## config.mk

```make
export PLATFORM = sky130hd
export DESIGN_NAME = jk_counter_ctrl
export DESIGN_NICKNAME = d
export VERILOG_FILES = /design/src/rtl/jk_counter_ctrl.sv
export SDC_FILE = /design/constraint.sdc
export NUM_CORES = 1
export LEC_CHECK = 0
export BUFFER_PORTS_ARGS = -buffer_cell sky130_fd_sc_hd__buf_4
export CORE_UTILIZATION = 44
export DETAILED_ROUTE_END_ITERATION = 12
export PLACE_DENSITY = 0.74
export SYNTH_ARGS = -nofsm -noshare
export SYNTH_HDL_FRONTEND = slang
export SYNTH_SLANG_ARGS = --single-unit
```

## constraint.sdc

```tcl
create_clock -name CLK -period 1.5 [get_ports CLK]
set_clock_uncertainty 0.05 [all_clocks]
set_input_delay 0 -clock CLK [delete_from_list [all_inputs] [get_ports CLK]]
set_output_delay 0 -clock CLK [all_outputs]
set_load 0.01 [all_outputs]
```

## src/rtl/jk_counter_ctrl.sv

```systemverilog
// jk_counter_ctrl: start/stop controller driving a WIDTH-bit JK flip-flop bank
// as a programmable up/down/load/clear counter with a terminal-value stop.
//
// Ports:
//   CLK, RST_N        clock, asynchronous active-low reset
//   START, STOP       control strobes (STOP has priority)
//   MODE              00 up, 01 down, 10 load, 11 clear (latched on START)
//   LOAD_VAL          value for load mode and auto-reload
//   LIMIT             terminal value for up/down (latched on START)
//   J_OUT, K_OUT      J/K drive applied to the bank this cycle
//   Q                 bank state
//   BUSY              high while running
//   TC                one-cycle pulse after the bank reaches the limit
//   DONE              one-cycle pulse in the DONE state
//
// Optional: define JK_AUTO_RELOAD_EN to reload LOAD_VAL at the limit and keep
// running instead of finishing.
module jk_counter_ctrl #(
    parameter int WIDTH = 4
) (
    input  logic             CLK,
    input  logic             RST_N,
    input  logic             START,
    input  logic             STOP,
    input  logic [1:0]       MODE,
    input  logic [WIDTH-1:0] LOAD_VAL,
    input  logic [WIDTH-1:0] LIMIT,
    output logic [WIDTH-1:0] J_OUT,
    output logic [WIDTH-1:0] K_OUT,
    output logic [WIDTH-1:0] Q,
    output logic             BUSY,
    output logic             TC,
    output logic             DONE
);

    localparam logic [1:0] S_IDLE = 2'd0;
    localparam logic [1:0] S_RUN  = 2'd1;
    localparam logic [1:0] S_DONE = 2'd2;

    localparam logic [1:0] M_UP  = 2'd0;
    localparam logic [1:0] M_DN  = 2'd1;
    localparam logic [1:0] M_LD  = 2'd2;
    localparam logic [1:0] M_CLR = 2'd3;

    logic [1:0]       state;
    logic [1:0]       mode_q;
    logic [WIDTH-1:0] limit_q;
    logic [WIDTH-1:0] up_t;
    logic [WIDTH-1:0] dn_t;
    logic             at_limit;
    logic             run_ok;

    assign at_limit = (Q == limit_q);
    // STOP forces a hold so the bank keeps its value on abort.
    assign run_ok   = (state == S_RUN) && !STOP;
    assign BUSY     = (state == S_RUN);

    // Bit i toggles when all lower bits are 1 (up) or all 0 (down).
    always_comb begin
        logic [WIDTH-1:0] low;
        up_t = '0;
        dn_t = '0;
        for (int i = 0; i < WIDTH; i++) begin
            low     = (WIDTH'(1) << i) - WIDTH'(1);
            up_t[i] = ((Q & low) == low);
            dn_t[i] = ((Q & low) == '0);
        end
    end

    always_comb begin
        J_OUT = '0;
        K_OUT = '0;
        if (run_ok) begin
            unique case (mode_q)
                M_UP, M_DN: begin
                    if (at_limit) begin
`ifdef JK_AUTO_RELOAD_EN
                        J_OUT = LOAD_VAL;
                        K_OUT = ~LOAD_VAL;
`else
                        J_OUT = '0;
                        K_OUT = '0;
`endif
                    end else if (mode_q == M_UP) begin
                        J_OUT = up_t;
                        K_OUT = up_t;
                    end else begin
                        J_OUT = dn_t;
                        K_OUT = dn_t;
                    end
                end
                M_LD: begin
                    J_OUT = LOAD_VAL;
                    K_OUT = ~LOAD_VAL;
                end
                M_CLR: begin
                    J_OUT = '0;
                    K_OUT = '1;
                end
                default: begin
                    J_OUT = '0;
                    K_OUT = '0;
                end
            endcase
        end
    end

    // JK bank: set on J&~Q, keep a 1 unless K.
    always_ff @(posedge CLK or negedge RST_N) begin
        if (!RST_N) begin
            Q <= '0;
        end else begin
            Q <= (J_OUT & ~Q) | (~K_OUT & Q);
        end
    end

    always_ff @(posedge CLK or negedge RST_N) begin
        if (!RST_N) begin
            state   <= S_IDLE;
            mode_q  <= M_UP;
            limit_q <= '0;
            TC      <= 1'b0;
            DONE    <= 1'b0;
        end else begin
            TC   <= 1'b0;
            DONE <= 1'b0;
            unique case (state)
                S_IDLE: begin
                    if (START && !STOP) begin
                        state   <= S_RUN;
                        mode_q  <= MODE;
                        limit_q <= LIMIT;
                    end
                end
                S_RUN: begin
                    if (STOP) begin
                        state <= S_IDLE;
                    end else if (mode_q[1]) begin
                        state <= S_DONE;
                        DONE  <= 1'b1;
                    end else if (at_limit) begin
`ifdef JK_AUTO_RELOAD_EN
                        TC    <= 1'b1;
`else
                        TC    <= 1'b1;
                        state <= S_DONE;
                        DONE  <= 1'b1;
`endif
                    end
                end
                S_DONE: begin
                    state <= S_IDLE;
                end
                default: begin
                    state <= S_IDLE;
                end
            endcase
        end
    end

endmodule

```

== After elaboration in Yosys (flattened, before gate mapping) ==
Index checks and enable logic that the tools add are counted.
Widths: inputs -> output; s select.
Cells by class
  equality and inequality tests: 9
  muxes and demuxes: 18
  bitwise operators: 6
  reduce and logical (&&, ||, !) cells: 11
Operators by type and width (count)
  $pmux 4 s3: 2
  $mux 4: 4
  $logic_not 4->1: 3
  $not 4->4: 3
  $and 4x4->4: 2
  $mux 2: 4
  $mux 1: 7
  $eq 2x2->1 const B: 3
  $eq 2x1->1 const B: 2
  $eq 4x4->1: 1
  $logic_not 2->1: 2
  $ne 4x2->1 const B: 1
  $or 4x4->4: 1
  $pmux 2 s2: 1
  $reduce_and 2->1: 2
  $eq 3x3->1 const B: 1
  $logic_and 1x1->1: 2
  $ne 2x2->1 const B: 1
  $reduce_or 2->1: 1
  $logic_not 1->1: 1
Storage, ports and cells
  flip-flop bits (word level): 14
  bits of input ports: 14
  output and inout port bits: 15
  logic and storage cells: 50

== Longest topological paths before layout ==
  depth after elaboration: 8
  gate-level depth with buffers: 6
  mapped depth without buffers: 5

== Worst setup path before layout ==
No wires, ideal clock.
  kind: register to register
  start: register Q[1]
  end: register Q[2]
  setup time: 0.121 ns
  data arrival time: 1.335 ns
  data required time: 1.329 ns
  setup slack: -0.006 ns
  stages on the path, launching flop included: 7
  buffers on the path: 1
  period minus slack after synthesis: 1.506 ns
  cell sequence: dfrtp_1 buf_2 xnor2_2 and4_1 nor2_1 o21a_1 o22a_1
Between the ends
  longest elaborated chain between the ends: 8
  elaborated cells on any way between the ends: 13
  classes of those cells: eq/ne: 2; mux: 6; bitwise: 4; reduce/logical: 1
Ends and longest elaborated chain
  from (decl): RTL line 30  | output logic [WIDTH-1:0] Q,
  from (signal assigned): RTL line 113  | Q <= (J_OUT & ~Q) | (~K_OUT & Q);
  $logic_not 4->1 or $eq 2x2->1 (tied branches): RTL line 66, 65
  $mux 4: RTL line 84  | end else if (mode_q == M_UP) begin
  $mux 4 *: RTL line 76  | if (at_limit) begin
  $pmux 4 s3: RTL line 74  | unique case (mode_q)
  $mux 4: RTL line 73  | if (run_ok) begin
  $not 4->4: RTL line 113
  $and 4x4->4: RTL line 113
  $or 4x4->4 *: RTL line 113
Every way passes the cells marked *; elsewhere a longest branch is shown, timed or not.
A chain may end at the register's enable or synchronous reset.

== Worst setup path after layout ==
  start: register Q[3]
  end: output port J_OUT[1]
Between the ends
  longest elaborated chain between the ends: 4
Ends and longest elaborated chain
  $eq 4x4->1: RTL line 53  | assign at_limit = (Q == limit_q);
  $mux 4: RTL line 76
  $pmux 4 s3: RTL line 74
  $mux 4: RTL line 73
  to (decl): RTL line 28  | output logic [WIDTH-1:0] J_OUT,
No other way between the ends.

==> results.json <==
{
  "antenna_left": 0,
  "antenna_found_initial": 0,
  "total_power_mw": 2.53,
  "die_w_um": 46.1,
  "drt-total-wl_um": 2990,
  "cts_made_buffers": 3,
  "fmax_mhz": 581,
  "drtIter0Drc": 25,
  "maxCapViolations": 0,
  "synth_edf_count": 0,
  "netlist_area_um2": 855,
  "period_minus_slack_ns": 1.72,
  "grt_max_degree": 15,
  "dieArea_mm2": 0.00212,
  "clockBufferDepth": 2,
  "violations": "setup timing",
  "clk_pin_slew_ns": 0.11,
  "rsz0062_at_grt": "yes",
  "tns_ns": -1.91,
  "irDropWorstVdd_mv": 1.32,
  "routabilityCongestion": 0.798,
  "max_slew_margin": 0.812,
  "place_hpwl_um": 1550,
  "root_buffer": "clkbuf_4",
  "overflow": 0,
  "avgViaCountPerCell": 5.56,
  "h-tree-depth": 1,
  "syn-num-nets": 104,
  "clkSinkCount": 14,
  "io_pins": 29,
  "num_vias": 962,
  "synthArstFlopShare": 1.00,
  "antennaDiodeCount": 0,
  "highest_layer": "met3",
  "path_class": "flop to primary output",
  "area_growth_syn_to_layout_pct": 73.4,
  "ys_seq_area_frac": 0.410,
  "rows": 15,
  "wl_met2_um": 1620,
  "nFillCells": 103,
  "layout.nets": 163,
  "outcome": "finished, violations left",
  "grt_pass1_vias": 913,
  "routed-wl-met3_um": 111,
  "drv_slew": 0,
  "multi_input_area_um2": 564,
  "finalSetupViolations": 12,
  "yosysMostFrequentCell": "dfrtp_1",
  "p_per_area_mw_per_mm2": 1710,
  "first_pass_iters": 4,
  "cp-end-kind": "primary output",
  "coreArea_mm2": 0.00176,
  "synth_area_leaders": "dfrtp_1, a21oi_1, mux2_2",
  "cts_tree": "built",
  "final_cells": 173,
  "portBuffers": 28,
  "dp.cells": 150,
  "synth-main-ff-cell": "dfrtp_1",
  "startpoint_type": "flop",
  "syn_inst": 90,
  "post-route-period-util": 1.15,
  "start_util": 0.484,
  "synth.top_cells.by_count": "dfrtp_1, a21oi_1, nor2_1",
  "worstPathMaxFanout": 4,
  "die_y_um": 46.1,
  "worst_slack_ns": -0.221,
  "worstPathRequired_ns": 1.45,
  "wl_met1_um": 1270,
  "drc": 0,
  "seq_area_um2": 355,
  "synth-seq-cells": 14,
  "placed_area_mm2": 0.00116,
  "drive_above_1_share": 0.588,
  "grt_usage": 0.288,
  "pre_cts_ws_ns": -0.00666,
  "avgRoutedWirePerCell_um": 17.3,
  "design_area_mm2": 0.00148,
  "clk_latency_ns": 0.29,
  "hold_violations": 0,
  "synth_top_cell_area_share": 0.410,
  "yosysWarnings": 0,
  "final_util": 0.840,
  "hp-class": "input pin to asynchronous set/reset pin",
  "total_leakage_power_nw": 0.675,
  "grt_pass1_wl_um": 4240,
  "postSynthAreaPerCell_um2": 9.50,
  "hold_ws_ns": 0.0361,
  "tightestPinTransition_ns": 0.282,
  "arrival_ns": 1.67,
  "yosysTopAreaCell": "dfrtp_1",
  "synth_cell_types": 34
}
==> critical path: stages (launching register included) <==
cell and delay (ns):
dfrtp_1 0.44, xnor2_2 0.23, nand4_2 0.17, o21ai_4 0.20
buf_6 0.15, nor2_2 0.05, buf_4 0.15
==> layout by cell type, fill, tap and decap left out, drive strengths merged, types with 2 or more instances in the layout <==
cell,count
clkbuf,4
inv,2
o22a,2
nor2,12
nor3,2
xnor2,5
buf,50
o21ai,5
mux2,5
dfrtp,14
a21oi,12
nand2,8
dlygate4sd3,8
==> report_power, final <==
group          internal, mW  total (mW)  switching, mW
Combinational         0.817        1.56          0.744
Clock                 0.148       0.295          0.147
Sequential            0.502       0.672          0.170
Total                  1.47        2.53           1.06
==> path summary, 6_finish.rpt <==
| kind | start | endpoint | slack, ns | cells past startpoint |
|---|---|---|---|---|
| worst max register to register | Q[3] | Q[3] | -0.11 | 7 |
| worst max-delay path | Q[3] | J_OUT[1] | -0.22 | 6 |
| worst min register to register | limit_q[0] | limit_q[0] | 0.56 | 1 |
| worst min-delay path | RST_N | Q[2] | 0.04 | 2 |
| min in group CLK | LOAD_VAL[2] | Q[2] | 0.04 | 4 |
| max in group asynchronous | RST_N | Q[0] | 1.17 | 2 |
==> repair_timing <==
action,4_1_cts,5_1_grt
gates resized for setup,23,10
hold buffers,8,0
pin swaps,5,4
setup endpoints to repair,11,12
hold endpoints to repair,21,0
setup buffers,9,3
==> layout make-up <==
| cell class | count | area share |
|---|---|---|
| clock buffers | 4 | 0.0245 |
| inverters | 2 | 0.00507 |
| well taps | 25 | 0.0211 |
| flip-flops and latches | 14 | 0.240 |
| multi-input cells | 70 | 0.381 |
| repair buffers | 58 | 0.329 |
==> cell families after synthesis <==
logic type / after synthesis / share of synthesized area
AND/OR/NAND/NOR: 34 / 0.225
buffers and inverters: 6 / 0.0307
flip-flops: 14 / 0.410
AO/OA/AOI/OAI: 25 / 0.196
multiplexers: 6 / 0.0776
XOR/XNOR: 5 / 0.0600
==> registers in the layout (all words and copies together), names as in the netlist <==
name,count
DONE,1
Q,4
mode_q,2
TC,1
limit_q,4
state,2
==> metal layers <==
layer	GRT usage	up-vias
met1	0.367	483
li1	-	438
met4	0.100	0
met5	0	-
met2	0.504	41
met3	0.0275	0
(Power assumes the default switching activity.)
